## src/rtl/dac_spi_tx.sv

```systemverilog
// SPI mode-0 transmitter for a serial DAC: captures one generator sample per frame,
// left-justifies it to the DAC code width and shifts the frame out MSB-first.
module dac_spi_tx #(
  parameter int DATA_W  = 9,
  parameter int DAC_W   = 10,
  parameter int LSB_PAD = 2,
  parameter int FRAME_W = 16,
  parameter int CLK_DIV = 2,
  parameter int GAP_CYC = 4
) (
  input  logic              clk,
  input  logic              rst_n,
  input  logic [DATA_W-1:0] din,
  input  logic              din_valid,
  output logic              din_ready,
  output logic              sclk,
  output logic              cs_n,
  output logic              mosi,
  output logic              busy,
  output logic              frame_done
);

  localparam int DIV_W = $clog2(CLK_DIV) + 1;
  localparam int BIT_W = $clog2(FRAME_W) + 1;
  localparam int GAP_W = $clog2(GAP_CYC) + 1;

  if (DAC_W < DATA_W || FRAME_W < DAC_W + LSB_PAD || CLK_DIV < 1 || GAP_CYC < 1) begin : g_param_err
    $fatal(1, "dac_spi_tx: illegal parameter combination");
  end

  typedef enum logic [1:0] {IDLE, SETUP, SHIFT, GAP} state_t;

  state_t             state_q, state_d;
  logic [FRAME_W-1:0] shreg_q, shreg_d;
  logic [DIV_W-1:0]   div_q, div_d;
  logic [BIT_W-1:0]   bit_q, bit_d;
  logic [GAP_W-1:0]   gap_q, gap_d;
  logic               phase_q, phase_d;   // 0: sclk high half, 1: sclk low half

  logic [DAC_W-1:0]   code;
  logic [FRAME_W-1:0] frame_word;
  logic               div_last, bit_last, gap_last;

  assign code       = DAC_W'(din) << (DAC_W - DATA_W);
  assign frame_word = FRAME_W'(code) << LSB_PAD;

  assign div_last = (div_q == DIV_W'(CLK_DIV - 1));
  assign bit_last = (bit_q == BIT_W'(FRAME_W - 1));
  assign gap_last = (gap_q == GAP_W'(GAP_CYC - 1));

  always_ff @(posedge clk or negedge rst_n) begin
    if (!rst_n) begin
      state_q <= IDLE;
      shreg_q <= '0;
      div_q   <= '0;
      bit_q   <= '0;
      gap_q   <= '0;
      phase_q <= 1'b0;
    end else begin
      state_q <= state_d;
      shreg_q <= shreg_d;
      div_q   <= div_d;
      bit_q   <= bit_d;
      gap_q   <= gap_d;
      phase_q <= phase_d;
    end
  end

  always_comb begin
    state_d = state_q;
    shreg_d = shreg_q;
    div_d   = div_q;
    bit_d   = bit_q;
    gap_d   = gap_q;
    phase_d = phase_q;
    case (state_q)
      IDLE: begin
        if (din_valid) begin
          shreg_d = frame_word;
          div_d   = '0;
          bit_d   = '0;
          phase_d = 1'b0;
          state_d = SETUP;
        end
      end
      SETUP: begin
        if (div_last) begin
          div_d   = '0;
          state_d = SHIFT;
        end else begin
          div_d = div_q + 1'b1;
        end
      end
      SHIFT: begin
        if (div_last) begin
          div_d = '0;
          if (!phase_q) begin
            // Falling edge: next bit appears; after the last bit only zeros remain.
            phase_d = 1'b1;
            shreg_d = {shreg_q[FRAME_W-2:0], 1'b0};
          end else begin
            phase_d = 1'b0;
            if (bit_last) begin
              bit_d   = '0;
              gap_d   = '0;
              state_d = GAP;
            end else begin
              bit_d = bit_q + 1'b1;
            end
          end
        end else begin
          div_d = div_q + 1'b1;
        end
      end
      GAP: begin
        if (gap_last) begin
          gap_d   = '0;
          state_d = IDLE;
        end else begin
          gap_d = gap_q + 1'b1;
        end
      end
      default: state_d = IDLE;
    endcase
  end

  assign din_ready  = (state_q == IDLE);
  assign busy       = (state_q != IDLE);
  assign cs_n       = !((state_q == SETUP) || (state_q == SHIFT));
  assign sclk       = (state_q == SHIFT) && !phase_q;
  assign mosi       = shreg_q[FRAME_W-1] & ~cs_n;
  assign frame_done = (state_q == GAP) && (gap_q == '0);

endmodule

```

## config.mk

```make
export PLATFORM = sky130hd
export DESIGN_NAME = dac_spi_tx
export DESIGN_NICKNAME = d
export VERILOG_FILES = /design/src/rtl/dac_spi_tx.sv
export SDC_FILE = /design/constraint.sdc
export NUM_CORES = 1
export LEC_CHECK = 0
export ABC_AREA = 1
export CORE_MARGIN = 2
export CORE_UTILIZATION = 49
export CTS_CLUSTER_SIZE = 25
export DETAILED_ROUTE_END_ITERATION = 10
export PLACE_DENSITY = 0.74
export SLEW_MARGIN = 20
export SYNTH_ARGS = -nofsm -noshare
export SYNTH_HDL_FRONTEND = slang
export SYNTH_SLANG_ARGS = --single-unit
export TNS_END_PERCENT = 50
```

## constraint.sdc

```tcl
create_clock -name clk -period 1.4 [get_ports clk]
set_input_delay 0.28 -clock clk [delete_from_list [all_inputs] [get_ports clk]]
set_output_delay 0.28 -clock clk [all_outputs]
set_load 0.02 [all_outputs]
```

Word level (Yosys, flattened, before mapping). Index checks and enable logic that the tools add are counted.

Logic and storage cells: 69. Input port bits: 12. Output and inout port bits: 6. Flip-flop bits (word level): 29.

Mux-type cells: 28. Equal/unequal tests: 13. Add/sub/neg operators: 3. Bitwise operators: 1. Reductions and logical operators: 18.

Operators by type and width (count): 16-bit two-way mux (3); 16-bit one-hot mux with 2 select lines (1); 5-bit two-way mux (4); 2-bit two-way mux (8); 2-bit inequality test, second input constant (7); 3-bit two-way mux (4); 4-bit AND reduction (3); 5-bit one-hot mux with 2 select lines (1); 2-bit one-hot mux with 4 select lines (1); 2-bit nonzero test (4); 3-bit one-hot mux with 2 select lines (1); 6-bit AND reduction (1); 5-bit by 1-bit adder with 5-bit output, second input constant (1); 5-bit by 4-bit == test with 1-bit output, second input constant (1); 2-bit by 1-bit == test with 1-bit output, second input constant (2); 2-bit == test, second input constant (2); 2-bit one-hot mux with 2 select lines (1); 3-bit by 1-bit adder with 3-bit output, second input constant (1); 3-bit by 2-bit == test with 1-bit output, second input constant (1); 3-bit logical NOT (1); 1-bit two-way mux (3); 3-bit AND reduction (1); 2-bit by 1-bit adder with 2-bit output, second input constant (1); 1-bit logical AND (2); other kinds (7) (8).

Longest topological paths before layout. Gate-level depths: netlist of run 1.

Depth in word-level cells: 5. Mapped depth: 9. Depth with buffers taken out: 8.

Least setup slack after synthesis of run 1. Ideal clock, no wire load.

Kind: register -> register. Start point: reg state_q[0]. End point: reg shreg_q[10]. Setup slack: -0.212 ns. Setup time: 0.119 ns. Cell stages (with the launch flop): 9. Clock period less this slack: 1.612 ns. Required time: 1.281 ns. Buffers on the path: 1. Arrival time: 1.493 ns. Path through: dfrtp_1 -> inv_1 -> ha_1 -> inv_2 -> o21ai_2 -> nand3_4 -> buf_6 -> nand2_1 -> o21ai_2.

Word-level cells in the longest chain between the ends: 3. Elaborated cells on any way between the ends: 8. Those cells by class: eq/ne (4); mux (1); reduce/logical (3).

RTL lines: from (decl) (line 33) `state_t state_q, state_d;`; from (signal assigned) (line 60) `state_q <= state_d;`; 2-bit logical NOT *; net din_ready (line 15) `output logic din_ready,`; 2-bit inequality test (no line) / 2-bit nonzero test (equally long branches); 4-bit AND reduction (no line); to (signal assigned) (line 61) `shreg_q <= shreg_d;`; to (decl) (line 34) `logic [FRAME_W-1:0] shreg_q, shreg_d;`.

The timed path passes the listed nets; every way through them passes the cells marked *. A chain may end at the register's enable or synchronous reset.

Worst setup path in the final report of run 1.
Start point: reg state_q[1]. End point: out mosi.

Word-level cells in the longest chain between the ends: 3. Elaborated cells on any way between the ends: 4. Those cells by class: eq/ne (2); bitwise (1); reduce/logical (1).

RTL lines: 2-bit by 1-bit == test with 1-bit output / 2-bit == test (equally long branches) (line 129) `assign cs_n = !((state_q == SETUP) || (state_q == SHIFT));`; 1-bit logical OR * (line 129); 1-bit bitwise AND * (line 131) `assign mosi = shreg_q[FRAME_W-1] & ~cs_n;`; to (decl) (line 18) `output logic mosi,`.

Every way passes the cells marked *; elsewhere a longest branch is shown, timed or not.

==> flow_summary.json, run 1 <==
{
  "hold_violations": 0,
  "synth_fa_ha_area_share_pct": 5.94,
  "io_buffer_count": 17,
  "synth_fp_nets": 182,
  "synth-xor-area-share_pct": 0.594,
  "die-area_um2": 3460,
  "antenna_left": 0,
  "min_period_ns": 1.65,
  "final_util_pct": 83.3,
  "max_slew_margin_pct": 76.7,
  "drive_gt1_share_pct": 51.4,
  "die-width_um": 58.8,
  "status": "finished with violations",
  "timing.hold.ws_ns": 0.292,
  "clk_latency_ns": 0.34,
  "synthSimpleGateAreaFrac_pct": 26.8,
  "skew_ns": 0.00174,
  "rows": 19,
  "worst_pin_slew_ns": 0.349,
  "grt_max_degree": 27,
  "synth_warnings": 0,
  "clock-sinks": 26,
  "p_per_area_nw_per_um2": 2670,
  "syn_avg_cell_area_um2": 9.04,
  "antenna_cells": 0,
  "setup_viol": 30,
  "overflow": 0,
  "max_freq_mhz": 608,
  "slowest_delay_ns": 0.42,
  "drv_cap": 0,
  "die_h_um": 58.8,
  "clk_path_buf_depth": 2,
  "final_common_cell": "nand2_1",
  "yosysSeqAreaShare_pct": 44.1,
  "cts_buffers": 3,
  "routabilityCongestion": 0.926,
  "power.total_mw": 6.24,
  "leakage_nw": 1.11,
  "dp_cells": 233,
  "synth_mux_area_share_pct": 5.43,
  "fin_crit_sh_pct": 118,
  "violations": "design-rule violations, negative setup slack",
  "worstSetupEndpointType": "output port",
  "crit_chain": "inv_2, ha_4, nand2_2, inv_2, buf_6",
  "drc": 1,
  "ctsHoldBuffers": 0,
  "start_kind": "flop",
  "drt-initial-drc-count": 84,
  "worstPathRequired_ns": 1.12,
  "synth_cell_types": 25,
  "wl_per_cell_um": 17.5,
  "layout_common_cells": "nand2_1, dfrtp_1, buf_4, nand2_2",
  "grt.total_usage_pct": 24.1,
  "drtPass1Iterations": 7,
  "arrival_ns": 1.37,
  "place_hpwl_um": 2180,
  "ys_ff_latch": 26,
  "finalMaxSlewViolations": 0,
  "hold_path.class": "in -> async",
  "finalNonFillerCells": 251,
  "synth_top_family_by_area": "simple AND/OR/NAND/NOR gates",
  "vias": 1388,
  "ir_worst_vdd_mv": 2.12,
  "htree_levels": 1,
  "area_delta_synth_final_pct": 58.5,
  "grt_pass1_vias": 1398,
  "rsz0062_at_grt": "yes",
  "crit_start": "state_q[1]",
  "io_pins": 18,
  "reg2reg_from": "state_q[1]",
  "initial_core_util_pct": 52.5,
  "finalWirelength_um": 4400,
  "synthCells": 163,
  "clk_pin_slew_worst_paths_ns": 0.14,
  "cts_tree": "built",
  "nNetsFinal": 240,
  "vias_per_cell": 5.53,
  "timing.final.ws_setup_ns": -0.245,
  "synth.cell_area_um2": 1470,
  "slowest_stage": "dfrtp_1",
  "criticalPathCategory": "reg -> out",
  "synth-compound-area-share_pct": 9.68,
  "clockRootBuffer": "clkbuf_4",
  "grt_pass1_wl_um": 6250,
  "antenna_found_initial": 0,
  "crit_top_cell": "inv_2",
  "cp_max_fo": 3,
  "fp.coreArea_um2": 2810
}
[where the power goes]
group	leakage [nW]	switching, mW	total, mW	internal (mW)
combinational	0.751	2.35	4.64	2.30
clock	0.0210	0.241	0.401	0.160
sequential	0.340	0.188	1.19	1.01
[area by class of cell]
| class | count | area [um^2] |
|---|---|---|
| multi-input cells | 116 | 936 |
| flip-flops and latches | 26 | 651 |
| repair buffers | 57 | 608 |
| fillers | 147 | 469 |
| inverters | 17 | 66.3 |
| well taps | 31 | 38.8 |
| clock buffers | 4 | 36.3 |
[critical path, delay by kind of cell (launching register included)]
kind,cells,cell delay (ns)
flops,1,0.42
buf+inv,3,0.25
fa+ha+maj,1,0.29
simple gates,1,0.06
[Yosys cell counts]
master / count / share of area [%]
a21oi_1: 4 / 1.4
and3_1: 1 / 0.42
buf_6: 4 / 3.1
dfrtp_1: 26 / 44
ha_1: 7 / 5.9
inv_1: 13 / 3.3
inv_2: 4 / 1.0
mux2i_1: 8 / 5.4
nand2_1: 48 / 12
nand2_2: 5 / 2.1
nand2_4: 1 / 0.76
nand3_1: 7 / 2.4
nand3_2: 1 / 0.68
nand3_4: 1 / 1.2
nand3b_1: 3 / 1.5
nand4_1: 2 / 0.85
nand4_4: 1 / 1.4
nor2_1: 5 / 1.3
nor2_2: 1 / 0.42
nor2_4: 2 / 1.5
o21a_1: 1 / 0.51
o21ai_0: 2 / 0.68
o21ai_1: 7 / 2.4
o21ai_2: 8 / 4.8
xor2_1: 1 / 0.59
[worst paths after layout]
check,end,slack (ns),cells past startpoint
max in group asynchronous,shreg_q[15],0.85,2
setup reg to reg,shreg_q[14],-0.21,8
hold / removal,gap_q[2],0.29,2
hold reg to reg,shreg_q[13],0.51,2
min in group clk,shreg_q[3],0.48,3
setup / recovery,mosi,-0.25,5
[timing repair]
item	in CTS	in global routing
gates resized for setup	76	25
hold endpoints to repair	0	0
gates cloned	2	1
setup endpoints to repair	32	32
buffers inserted	7	4
pin swaps	12	8
[flip-flops by register name, summed over array words and instances (netlist names)]
name,cells
shreg_q,13
bit_q,5
gap_q,3
div_q,2
state_q,2
phase_q,1
[metrics by stage]
step / setup TNS [ns] / cell area (um^2) / setup slack, ns
after floorplan: -0.294 / 1490 / -0.0269
after global placement: -4.70 / 1880 / -0.258
after detailed placement: -6.47 / 1880 / -0.321
after CTS: -4.14 / 2170 / -0.202
after global routing: -6.92 / 2340 / -0.297
final: -5.23 / 2340 / -0.245
[per-layer routing]
layer | global-route usage, % | share of wire [%] | vias up
li1 | - | - | 642
met1 | 27.4 | 39 | 691
met2 | 41.0 | 53 | 40
met3 | 5.27 | 3.8 | 15
met4 | 14.9 | 3.9 | 0
met5 | 0 | 0 | -
[cells by family after synthesis]
kind of cell / after synthesis
AOI/OAI and AO/OA: 22
xor gates and xnor gates: 1
adders and majority gates: 7
buffers and inverters: 21
DFF: 26
muxes: 8
and+or+nand+nor: 78
Note: power is estimated with default switching activity, not from simulation.
==> inputs of run 2 (changes only) <==
CTS_CLUSTER_DIAMETER = 50   (was default)
==> results of run 2 <==
Final layout, timing and power as in run 1 (identical DEF).
==> inputs of run 3 (changes only) <==
ABC_CLOCK_PERIOD_IN_PS = 1400   (was default)
CORE_UTILIZATION = 25   (was 49)
GPL_TIMING_DRIVEN = 0   (was default)
PLACE_DENSITY = default   (was 0.74)
==> run 3 against run 2 <==
The flow finishes with violations (negative hold slack, negative setup slack). Largest power group unchanged. Highest routed layer unchanged. Final cell count up 9.2%. Setup slack improved by 0.096 ns. Register-to-register slack better by 0.06 ns. Clock skew about the same. Global-route usage decreased by 14 points. Sequential cell count unchanged.
==> flow_summary.json, run 3 (synthesis gave the netlist of run 1 again) <==
{
  "crit_start": "state_q[0]",
  "slowest_stage": "dfrtp_1",
  "drt-initial-drc-count": 45,
  "reg_top3": "shreg_q (13), bit_q (5), gap_q (3)",
  "grt_pass1_vias": 1139,
  "fin_tns_setup_ns": -2.85,
  "setup_viol": 30,
  "wl_met2_um": 1570,
  "grt.total_usage_pct": 9.81,
  "finalNonFillerCells": 274,
  "wl_met1_um": 1420,
  "rsz0062_at_grt": "yes",
  "dp_cells": 252,
  "status": "finished with violations",
  "crit_chain": "inv_2, ha_4, buf_6, o21ai_4, nand3_4, clkbuf_16, nand2_1, o21ai_1",
  "reg2reg_from": "state_q[0]",
  "die-width_um": 80.8,
  "nNetsFinal": 222,
  "final_common_cell": "nand2_1",
  "timing.hold.ws_ns": -0.00393,
  "r2r_cells": 8,
  "ir_worst_vdd_mv": 1.23,
  "routed.top_layer": "met4",
  "arrival_ns": 1.72,
  "reg2reg_slack_ns": -0.15,
  "dr_wl_met3_um": 126,
  "criticalPathCategory": "reg -> reg",
  "drtPass1Iterations": 4,
  "leakage_nw": 1.01,
  "clock-sinks": 26,
  "io_buffer_count": 17,
  "drv_cap": 0,
  "routabilityCongestion": 0.777,
  "fp.coreArea_um2": 5610,
  "finalWirelength_um": 3140,
  "max_freq_mhz": 645,
  "clockRootBuffer": "clkbuf_8",
  "cts_tree": "built",
  "worstSetupEndpointType": "flop",
  "worstPathRequired_ns": 1.57,
  "timing.final.ws_setup_ns": -0.149,
  "rr_endpoint": "shreg_q[9]",
  "cts_buffers": 3,
  "clk_path_buf_depth": 2,
  "violations": "negative hold slack, negative setup slack",
  "start_kind": "flop",
  "cp_max_fo": 5,
  "finalMaxSlewViolations": 0,
  "die-area_um2": 6530,
  "drc": 0,
  "grt_max_degree": 27,
  "rows": 27,
  "area_delta_synth_final_pct": 48.6,
  "clk_latency_ns": 0.27,
  "top_register": "shreg_q",
  "initial_core_util_pct": 26.3,
  "htree_levels": 1,
  "vias": 1180,
  "slowest_delay_ns": 0.42,
  "antenna_found_initial": 0,
  "overflow": 0,
  "wl_per_cell_um": 11.5,
  "place_hpwl_um": 1950,
  "clk_pin_slew_worst_paths_ns": 0.10,
  "skew_ns": 0.00204,
  "post-place-ws_ns": -0.472,
  "power.total_mw": 5.51,
  "min_period_ns": 1.55,
  "hold_path.class": "in -> async",
  "io_pins": 18,
  "grt_pass1_wl_um": 5060,
  "largest_reg_flops": 13,
  "antenna_left": 0,
  "layout_common_cells": "nand2_1, dfrtp_1, nand2_2, buf_4",
  "drive_gt1_share_pct": 43.6,
  "die_h_um": 80.8,
  "max_slew_margin_pct": 60.4,
  "vias_per_cell": 4.31,
  "worst_pin_slew_ns": 0.594,
  "hold_violations": 3,
  "antenna_cells": 0,
  "p_per_area_nw_per_um2": 2520,
  "filler_cell_count": 578,
  "fin_crit_sh_pct": 111,
  "final_util_pct": 39.1
}
-- run 3: how the worst max path moves through the flow --
stage	endpoint	slack, ns	cells after the start
after CTS	mosi	-0.17	5
after detailed placement	sclk	-0.47	5
final	shreg_q[9]	-0.15	8
after global placement	sclk	-0.46	5
after global routing	shreg_q[7]	-0.21	8
after floorplan	shreg_q[10]	-0.03	8
-- run 3: repair_timing --
| action | 4_1_cts | 5_1_grt |
|---|---|---|
| setup buffers | 10 | 6 |
| hold buffers | 0 | 0 |
| hold endpoints to repair | 0 | 0 |
| resized for setup | 59 | 29 |
| setup endpoints to repair | 30 | 32 |
| pin swaps | 6 | 7 |
| cloned | 0 | 2 |
-- run 3: worst max-delay path: cells and delay by family (launching register included) --
family / cells / cell delay, ns
flip-flops: 1 / 0.42
buffers and inverters: 3 / 0.40
AND/OR/NAND/NOR: 2 / 0.21
adder cells (fa/ha/maj): 1 / 0.20
AO/OA/AOI/OAI: 2 / 0.19
-- run 3: power breakdown --
part           internal, mW  total, mW  switching [mW]  leakage, nW
Clock                 0.383      0.637           0.254       0.0357
Combinational          1.76       3.67            1.90        0.640
Sequential             1.01       1.21           0.196        0.339
Total                  3.16       5.51            2.35         1.01
-- run 3: cell type report --
cell class	instances	area [um^2]	area share, %
Buffer	4	65.1	2.97
Clock buffer	3	41.3	1.88
Sequential cell	26	652	29.8
Clock inverter	1	30.0	1.37
Inverter	17	71.3	3.26
Multi-Input combinational cell	116	891	40.7
Tap cell	72	90.1	4.11
Timing Repair Buffer	35	350	16.0
-- run 3: metal layers --
metal	vias up	GRT usage (%)
met4	0	1.02
met3	4	2.78
met1	553	13.0
li1	603	-
met5	-	0
met2	20	16.5
-- run 3: metrics by stage --
stage	cell area [um^2]	hold WS, ns
2_1_floorplan	1490	-0.0156
3_3_place_gp	1750	0.465
3_5_place_dp	1750	0.336
4_1_cts	2000	0.0298
5_1_grt	2190	0.0502
6_report	2190	-0.00393
